--- config.mk ---
export PLATFORM = sky130hd
export DESIGN_NAME = in_chunk_dispatcher
export DESIGN_NICKNAME = d
export VERILOG_FILES = /design/src/rtl/in_chunk_dispatcher.sv
export SDC_FILE = /design/constraint.sdc
export NUM_CORES = 1
export LEC_CHECK = 0
export ABC_CLOCK_PERIOD_IN_PS = 5300
export CORE_AREA = 10 10 606 608
export CTS_CLUSTER_DIAMETER = 50
export CTS_CLUSTER_SIZE = 25
export DETAILED_ROUTE_END_ITERATION = 8
export DIE_AREA = 0 0 616 618
export PLACE_DENSITY = 0.42
export SYNTH_ARGS = -nofsm -noshare
export SYNTH_HDL_FRONTEND = slang
export SYNTH_SLANG_ARGS = --single-unit
--- constraint.sdc ---
create_clock -name clk_in_int -period 5.3 [get_ports clk_in_int]
set_input_delay 1.325 -clock clk_in_int [delete_from_list [all_inputs] [get_ports clk_in_int]]
set_output_delay 1.325 -clock clk_in_int [all_outputs]
set_load 0.05 [all_outputs]
--- src/rtl/in_chunk_dispatcher.sv ---
// Input chunk dispatcher: captures a 4-word PPS, then deals frame words round-robin to slices in chunks.
// Latency 1 cycle in_valid -> out_valid/pps_valid; no backpressure, a word for a non-ready slice is dropped and flags overflow.
// Optional per-slice dispatched-word counters with IN_DISPATCH_STATS_EN.
module in_chunk_dispatcher #(
  parameter int MAX_NBR_SLICES = 2,
  parameter int CHUNK_W        = 12
) (
  input  logic                                   clk_in_int,
  input  logic                                   rst_n,
  input  logic                                   flush,
  input  logic [255:0]                           in_data,
  input  logic                                   in_valid,
  input  logic                                   in_sof,
  input  logic [CHUNK_W-1:0]                     cfg_chunk_words,
  input  logic [$clog2(MAX_NBR_SLICES+1)-1:0]    cfg_nbr_slices,
  output logic [1023:0]                          pps_out,
  output logic                                   pps_valid,
  output logic [255:0]                           out_data,
  output logic [MAX_NBR_SLICES-1:0]              out_valid,
  input  logic [MAX_NBR_SLICES-1:0]              out_ready,
  output logic                                   overflow
`ifdef IN_DISPATCH_STATS_EN
  , output logic [MAX_NBR_SLICES*32-1:0]         words_cnt
`endif
);

  localparam int NBR_W = $clog2(MAX_NBR_SLICES+1);

  typedef enum logic [1:0] {PPS_CAP, WAIT_SOF, DATA} state_t;

  state_t              state;
  logic [1:0]          pps_cnt;
  logic [CHUNK_W-1:0]  word_cnt;
  logic [CHUNK_W-1:0]  chunk_words;
  logic [NBR_W-1:0]    slice_idx;
  logic [NBR_W-1:0]    nbr_slices;

  logic                      dispatch;
  logic                      rdy;
  logic [CHUNK_W-1:0]        chunk_cfg, chunk_eff, wc_base, wc_nxt;
  logic [NBR_W-1:0]          nbr_cfg, nbr_eff, tgt, slice_nxt;
  logic [MAX_NBR_SLICES-1:0] onehot;

  // An SOF word starts the frame with freshly clamped config, before it is latched.
  always_comb begin
    chunk_cfg = (cfg_chunk_words == '0) ? CHUNK_W'(1) : cfg_chunk_words;
    nbr_cfg   = (cfg_nbr_slices == '0 || cfg_nbr_slices > NBR_W'(MAX_NBR_SLICES))
                ? NBR_W'(MAX_NBR_SLICES) : cfg_nbr_slices;
    chunk_eff = in_sof ? chunk_cfg : chunk_words;
    nbr_eff   = in_sof ? nbr_cfg : nbr_slices;
    tgt       = in_sof ? '0 : slice_idx;
    wc_base   = in_sof ? '0 : word_cnt;
    wc_nxt    = wc_base + CHUNK_W'(1);
    slice_nxt = tgt;
    if (wc_base == chunk_eff - CHUNK_W'(1)) begin
      wc_nxt    = '0;
      slice_nxt = (tgt == nbr_eff - NBR_W'(1)) ? '0 : tgt + NBR_W'(1);
    end
    for (int i = 0; i < MAX_NBR_SLICES; i++) onehot[i] = (tgt == NBR_W'(i));
    rdy      = |(onehot & out_ready);
    dispatch = in_valid && !flush &&
               (state == DATA || (state == WAIT_SOF && in_sof));
  end

  always_ff @(posedge clk_in_int or negedge rst_n) begin
    if (!rst_n) begin
      state       <= PPS_CAP;
      pps_cnt     <= '0;
      word_cnt    <= '0;
      chunk_words <= '0;
      slice_idx   <= '0;
      nbr_slices  <= '0;
      pps_out     <= '0;
      pps_valid   <= 1'b0;
      out_data    <= '0;
      out_valid   <= '0;
      overflow    <= 1'b0;
    end else begin
      out_valid <= '0;
      pps_valid <= 1'b0;
      if (flush) begin
        state     <= PPS_CAP;
        pps_cnt   <= '0;
        word_cnt  <= '0;
        slice_idx <= '0;
        overflow  <= 1'b0;
      end else if (in_valid && state == PPS_CAP) begin
        pps_out[{pps_cnt, 8'h00} +: 256] <= in_data;
        pps_cnt <= pps_cnt + 2'd1;
        if (pps_cnt == 2'd3) begin
          state     <= WAIT_SOF;
          pps_valid <= 1'b1;
        end
      end else if (dispatch) begin
        if (in_sof) begin
          state       <= DATA;
          chunk_words <= chunk_cfg;
          nbr_slices  <= nbr_cfg;
        end
        word_cnt  <= wc_nxt;
        slice_idx <= slice_nxt;
        if (rdy) begin
          out_data  <= in_data;
          out_valid <= onehot;
        end else begin
          overflow  <= 1'b1;
        end
      end
    end
  end

`ifdef IN_DISPATCH_STATS_EN
  logic [31:0] stat_q [MAX_NBR_SLICES];

  always_ff @(posedge clk_in_int or negedge rst_n) begin
    if (!rst_n) begin
      for (int i = 0; i < MAX_NBR_SLICES; i++) stat_q[i] <= '0;
    end else if (flush) begin
      for (int i = 0; i < MAX_NBR_SLICES; i++) stat_q[i] <= '0;
    end else if (dispatch) begin
      for (int i = 0; i < MAX_NBR_SLICES; i++) begin
        if (in_sof)
          stat_q[i] <= (rdy && onehot[i]) ? 32'd1 : 32'd0;
        else if (rdy && onehot[i] && stat_q[i] != '1)
          stat_q[i] <= stat_q[i] + 32'd1;
      end
    end
  end

  for (genvar g = 0; g < MAX_NBR_SLICES; g++) begin : g_stat
    assign words_cnt[g*32 +: 32] = stat_q[g];
  end
`endif

endmodule

==> results.cfg, run 1 <==
[global_route]
grt_pass1_wl_um = 409000
gr-usage-all-layers = 0.151
antenna_found_initial = 30
grt_max_degree = 145
grt_pass1_vias = 46127
grt_overflow = 0

[finish]
final_nets = 7058
layout_commonest_cell = nand2_1
drive_gt1_frac = 0.0805
layout_common_cells = nand2_1 (2068), clkdlybuf4s50_1 (1555), dfrtp_1 (1316)
area_growth_pct = 56.5

[power_and_ir_drop]
cellPowerDensity_mw_per_mm2 = 410
p_leak_uw = 0.0332
peakVddDrop_uv = 302
finalPower_uw = 33200

[cts]
cts_made_buffers = 215
post-cts-setup-buffers = 0
clkSinkCount = 1316
post_cts_resized = 0
clk_latency_ns = 0.90
cts.path.max_buffers = 4
clock_tree.root_cell = clkbuf_16
clk_pin_slew_ns = 0.06
hold_buffers = 0
tritoncts = yes
cts_max_level = 4

[logic_synthesis]
ys_seq_area_frac = 0.637
ys_async_sr_fraction = 1.00
synth_cell_types = 54
syn_inst = 5253
avgSynthCellArea_um2 = 9.84
synth-seq-cells = 1316
ys_warn_count = 0
synth_area_mm2 = 0.0517
synth_nets = 5540
synth_edf_count = 0
ys.flop_type = dfrtp_1

[critical_path]
worstSetupStartpointType = input port
path_class = in2reg
cp_common_cell = o311ai_1
cp_cell_sequence = clkdlybuf4s50_1 > nor4b_1 > and4_1 > nor2_1 > ha_1 > o21ai_1 > o21ai_0 > o311ai_1 > a2111oi_4 > a311oi_2 > nand3_1 > o311ai_1
crit_required_ns = 6.01
worst_ep_arrival_time_ns = 4.60
crit_slowest_cell = a311oi_2
crit_fanout = 13
worst_setup_path_end_kind = flip-flop
critPathMaxStageDelay_ns = 0.79

[placement]
globalplace.congestion = 0.856
io_buffer_count = 1560
dp_hpwl_um = 230000

[die]
die_y_um = 618
rows = 219
die_area_mm2 = 0.381
coreArea_mm2 = 0.355
die_x_um = 616
initial_utilization = 0.146
ios = 1561

[route]
viasPerCell = 3.78
dr.pass1.iters = 7
detail_route.wl_per_cell_um = 25.8
drt-total-wl_um = 302000
drtIter0Drc = 2872
vias = 44332
drcViolationCount = 0
antenna_left = 0

[job]
max-cap-violations = 0

[timing]
setup_viol = 0
period_share = 0.733
grt_setup_unrepaired = false
slew_viol_final = 0
finClkSkew_ns = 0.0763
finalCriticalPeriod_ns = 3.89
slew_headroom = 0.324
worstMarginPinSlew_ns = 1.01
hold_violations = 0
setup_tns_ns = 0
fmax_ghz = 0.257

[min_path]
holdCritPathClass = in2async

[outcome]
status = finished clean
cell type report:
type / count / area [um2]
Clock buffer: 255 / 5740
Clock inverter: 146 / 1930
Sequential cell: 1316 / 32900
Multi-Input combinational cell: 3548 / 17300
Timing Repair Buffer: 1677 / 17000
Tap cell: 4751 / 5940
Fill cell: 38398 / 274000
Antenna cell: 8 / 20.0
Inverter: 13 / 48.8
synth_stat cells, types with 2 or more instances:
cell type	n	area, um2
nor2_1	22	82.6
o31ai_1	3	22.5
mux2_1	232	2610
nand3b_1	3	22.5
a22o_1	2	17.5
mux2_2	37	417
a31oi_1	3	18.8
nor4_1	3	18.8
a22oi_1	2	15.0
xor2_1	9	78.8
nand2b_1	6	37.5
dfrtp_1	1316	32900
nor3b_1	6	45.0
nor2b_1	5	31.3
o21ai_1	7	35.0
ha_1	10	125
a2111oi_4	2	55.1
inv_1	13	48.8
and3_1	2	12.5
o21ai_0	1037	5190
nor3_1	6	30.0
buf_2	31	155
buf_1	4	15.0
nand3_1	16	80.1
o211ai_1	2	15.0
o311ai_1	4	35.0
and2_1	3	18.8
o22ai_1	3	18.8
nand2_1	2072	7780
mux2i_1	6	60.1
or4_1	2	15.0
buf_6	4	45.0
xnor2_1	10	87.6
clkbuf_1	337	1260
a21oi_1	14	70.1
flip-flops by register name (all words and copies together), names as in the netlist:
name	count
word_cnt	12
overflow	1
out_data	256
nbr_slices	2
pps_cnt	2
out_valid	2
pps_out	1024
pps_valid	1
chunk_words	12
slice_idx	2
state	2
path summary, 6_finish.rpt:
check | from | to | slack [ns] | depth (start not counted)
min in group clk_in_int | pps_out[713] | pps_out[713] | 0.47 | 2
worst max-delay path | cfg_chunk_words[7] | word_cnt[7] | 1.41 | 12
worst min register to register | pps_out[713] | pps_out[713] | 0.47 | 2
max in group asynchronous | rst_n | pps_out[207] | 3.45 | 2
worst min-delay path | rst_n | pps_out[915] | 0.47 | 1
worst max register to register | chunk_words[0] | word_cnt[7] | 2.10 | 10
layer usage:
metal	global-route usage	up-vias	wire, um
li1	-	20294	-
met1	0.177	22189	121000
met2	0.260	1501	146000
met3	0.0531	348	24900
met4	0.0454	0	10000
met5	0	-	0
cell families after synthesis:
| kind of cell | share of synthesized area |
|---|---|
| simple gates | 0.160 |
| fa+ha+maj | 0.00242 |
| flops | 0.637 |
| compound gates | 0.108 |
| buf+inv | 0.0296 |
| xor+xnor | 0.00322 |
| mux | 0.0597 |
critical path: cells and delay by family:
kind | cells | cell delay, ns
AO/OA/AOI/OAI | 6 | 1.54
AND/OR/NAND/NOR | 4 | 0.98
buffers and inverters | 1 | 0.51
adder cells (fa/ha/maj) | 1 | 0.23
metrics by stage:
stage                     setup WS [ns]   util  cells  hold slack [ns]  area, um2
final                              1.41  0.228  11714            0.470      80900
after floorplan                    1.06      -   5253            0.488      51700
after global routing               1.15  0.228  11709            0.438      80900
after detailed placement          0.672  0.206  11305            0.469      73200
after global placement            0.504  0.206  11305            0.462      73200
after CTS                          1.31  0.228  11706            0.419      80900
report_power, final:
group | total (uW) | internal, uW | switching (uW) | leakage [uW]
registers | 11200 | 10800 | 425 | 0.0182
logic | 6880 | 1850 | 5030 | 0.0114
clock network | 15100 | 9250 | 5840 | 0.00366
No activity file was read; power rests on OpenSTA's default activity.
==> run 2: changes to the inputs <==
==> config.mk (replaced) <==
export PLATFORM = sky130hd
export DESIGN_NAME = in_chunk_dispatcher
export DESIGN_NICKNAME = d
export VERILOG_FILES = /design/src/rtl/in_chunk_dispatcher.sv
export SDC_FILE = /design/constraint.sdc
export NUM_CORES = 1
export LEC_CHECK = 0
export ABC_CLOCK_PERIOD_IN_PS = 3400
export CORE_AREA = 10 10 602 604
export CTS_CLUSTER_DIAMETER = 50
export CTS_CLUSTER_SIZE = 25
export DETAILED_ROUTE_END_ITERATION = 8
export DIE_AREA = 0 0 612 614
export PLACE_DENSITY = 0.43
export SYNTH_ARGS = -nofsm -noshare
export SYNTH_HDL_FRONTEND = slang
export SYNTH_SLANG_ARGS = --single-unit
==> constraint.sdc (replaced) <==
create_clock -name clk_in_int -period 3.4 [get_ports clk_in_int]
set_input_delay 0.85 -clock clk_in_int [delete_from_list [all_inputs] [get_ports clk_in_int]]
set_output_delay 0.85 -clock clk_in_int [all_outputs]
set_load 0.05 [all_outputs]
==> results.cfg, run 2 (synthesis results as in run 1) <==
[critical_path]
crit_slowest_cell = clkdlybuf4s50_1
worst_setup_path_end_kind = output port
worstSetupStartpointType = flip-flop
worst_ep_arrival_time_ns = 2.44
critPathBufInv = 1
cp_cell_sequence = clkdlybuf4s50_1
crit_fanout = 2
crit_required_ns = 2.55
critPathMaxStageDelay_ns = 0.92
critPathTopFamily = buffers and inverters
path_class = reg2out

[die]
rows = 218
die_y_um = 614
initial_utilization = 0.147
coreArea_mm2 = 0.351
die_x_um = 612
ios = 1561
die_area_mm2 = 0.376

[cts]
post_cts_resized = 0
clk_latency_ns = 0.93
cts.path.max_buffers = 4
cts_max_level = 4
clock_tree.root_cell = clkbuf_16
clkSinkCount = 1316
post-cts-setup-buffers = 0
hold_buffers = 1
clk_pin_slew_ns = 0.05
cts_made_buffers = 208
tritoncts = yes

[finish]
area_growth_pct = 57.9
fillers = 37758
largest_reg_flops = 1024
largestRegisters = pps_out x1024, out_data x256
ff_latch_area_mm2 = 0.0329
layout_commonest_cell = nand2_1
drive_gt1_frac = 0.0976
fin_util = 0.233
fin_cells = 11696
layout_common_cells = nand2_1 (2068), clkdlybuf4s50_1 (1544), dfrtp_1 (1316)
max_flop_register = pps_out
final_nets = 7179
multi_input_area_mm2 = 0.0173

[global_route]
grt_pass1_vias = 46268
grt_overflow = 0
antenna_found_initial = 43
gr-usage-all-layers = 0.149
grt_max_degree = 133
grt_pass1_wl_um = 400000

[timing]
fin_worst_hold_slack_ns = 0.473
worstMarginPinSlew_ns = 1.10
finalCriticalPeriod_ns = 3.29
worst_slack_ns = 0.112
hold_violations = 0
period_share = 0.967
fmax_ghz = 0.304
setup_viol = 0
slew_headroom = 0.262
slew_viol_final = 0
finClkSkew_ns = 0.117
grt_setup_unrepaired = false

[route]
antenna_left = 0
drcViolationCount = 0
drtIter0Drc = 2883
dr.pass1.iters = 5
detail_route.wl_per_cell_um = 25.2
viasPerCell = 3.83
vias = 44823
drt-total-wl_um = 295000

[power_and_ir_drop]
cellPowerDensity_mw_per_mm2 = 626
swShare = 0.342
peakVddDrop_uv = 469
p_int_uw = 33600
seq_power_share = 0.342
pwr-share-clk = 0.444
p_switching_uw = 17500
pwr-share-comb = 0.214
p_leak_uw = 0.0339

[placement]
io_buffer_count = 1560
pre_cts_ws_ns = -0.625
dp_hpwl_um = 228000
globalplace.congestion = 0.829
dp_cells = 11301

[min_path]
holdCritPathClass = reg2reg

[job]
max-cap-violations = 0

[outcome]
status = finished clean
==> run 2: cell type report <==
type | count | area share
clock inverters | 139 | 0.0224
well taps | 4620 | 0.0708
clock buffers | 242 | 0.0680
multi-input cells | 3548 | 0.212
repair buffers | 1805 | 0.222
flip-flops and latches | 1316 | 0.403
diodes | 13 | 0.000398
inverters | 13 | 0.000598
==> run 2: path summary, 6_finish.rpt <==
path	end	start	cells after the start	slack (ns)
setup / recovery	pps_out[522]	pps_out[522]	1	0.11
hold reg to reg	pps_out[226]	pps_out[226]	2	0.47
min in group asynchronous	pps_out[331]	rst_n	2	0.63
hold / removal	pps_out[226]	pps_out[226]	2	0.47
max in group asynchronous	out_data[84]	rst_n	3	1.62
setup reg to reg	word_cnt[10]	chunk_words[2]	11	0.44
==> run 2: layer usage <==
metal	wire, um	global-route usage
met1	119000	0.179
met2	140000	0.251
met5	70	0
met4	9810	0.0461
met3	25700	0.0514
==> run 2: metrics by stage <==
stage                     total power (uW)  TNS (ns)  instance area (um2)
after floorplan                      23300  -0.00444                51800
after global placement               28800     -8.39                74200
after detailed placement             28900     -7.22                74200
after CTS                            52000         0                81600
after global routing                 53100         0                81600
final                                51100         0                81600
==> run 2: power groups by stage <==
stage	registers [uW]	logic [uW]	clock network, uW
final	17500	10900	22700
after detailed placement	17800	11100	0
after global placement	17700	11100	0
after CTS	17500	11100	23400
after global routing	17600	11500	24000
after floorplan	21600	1620	0
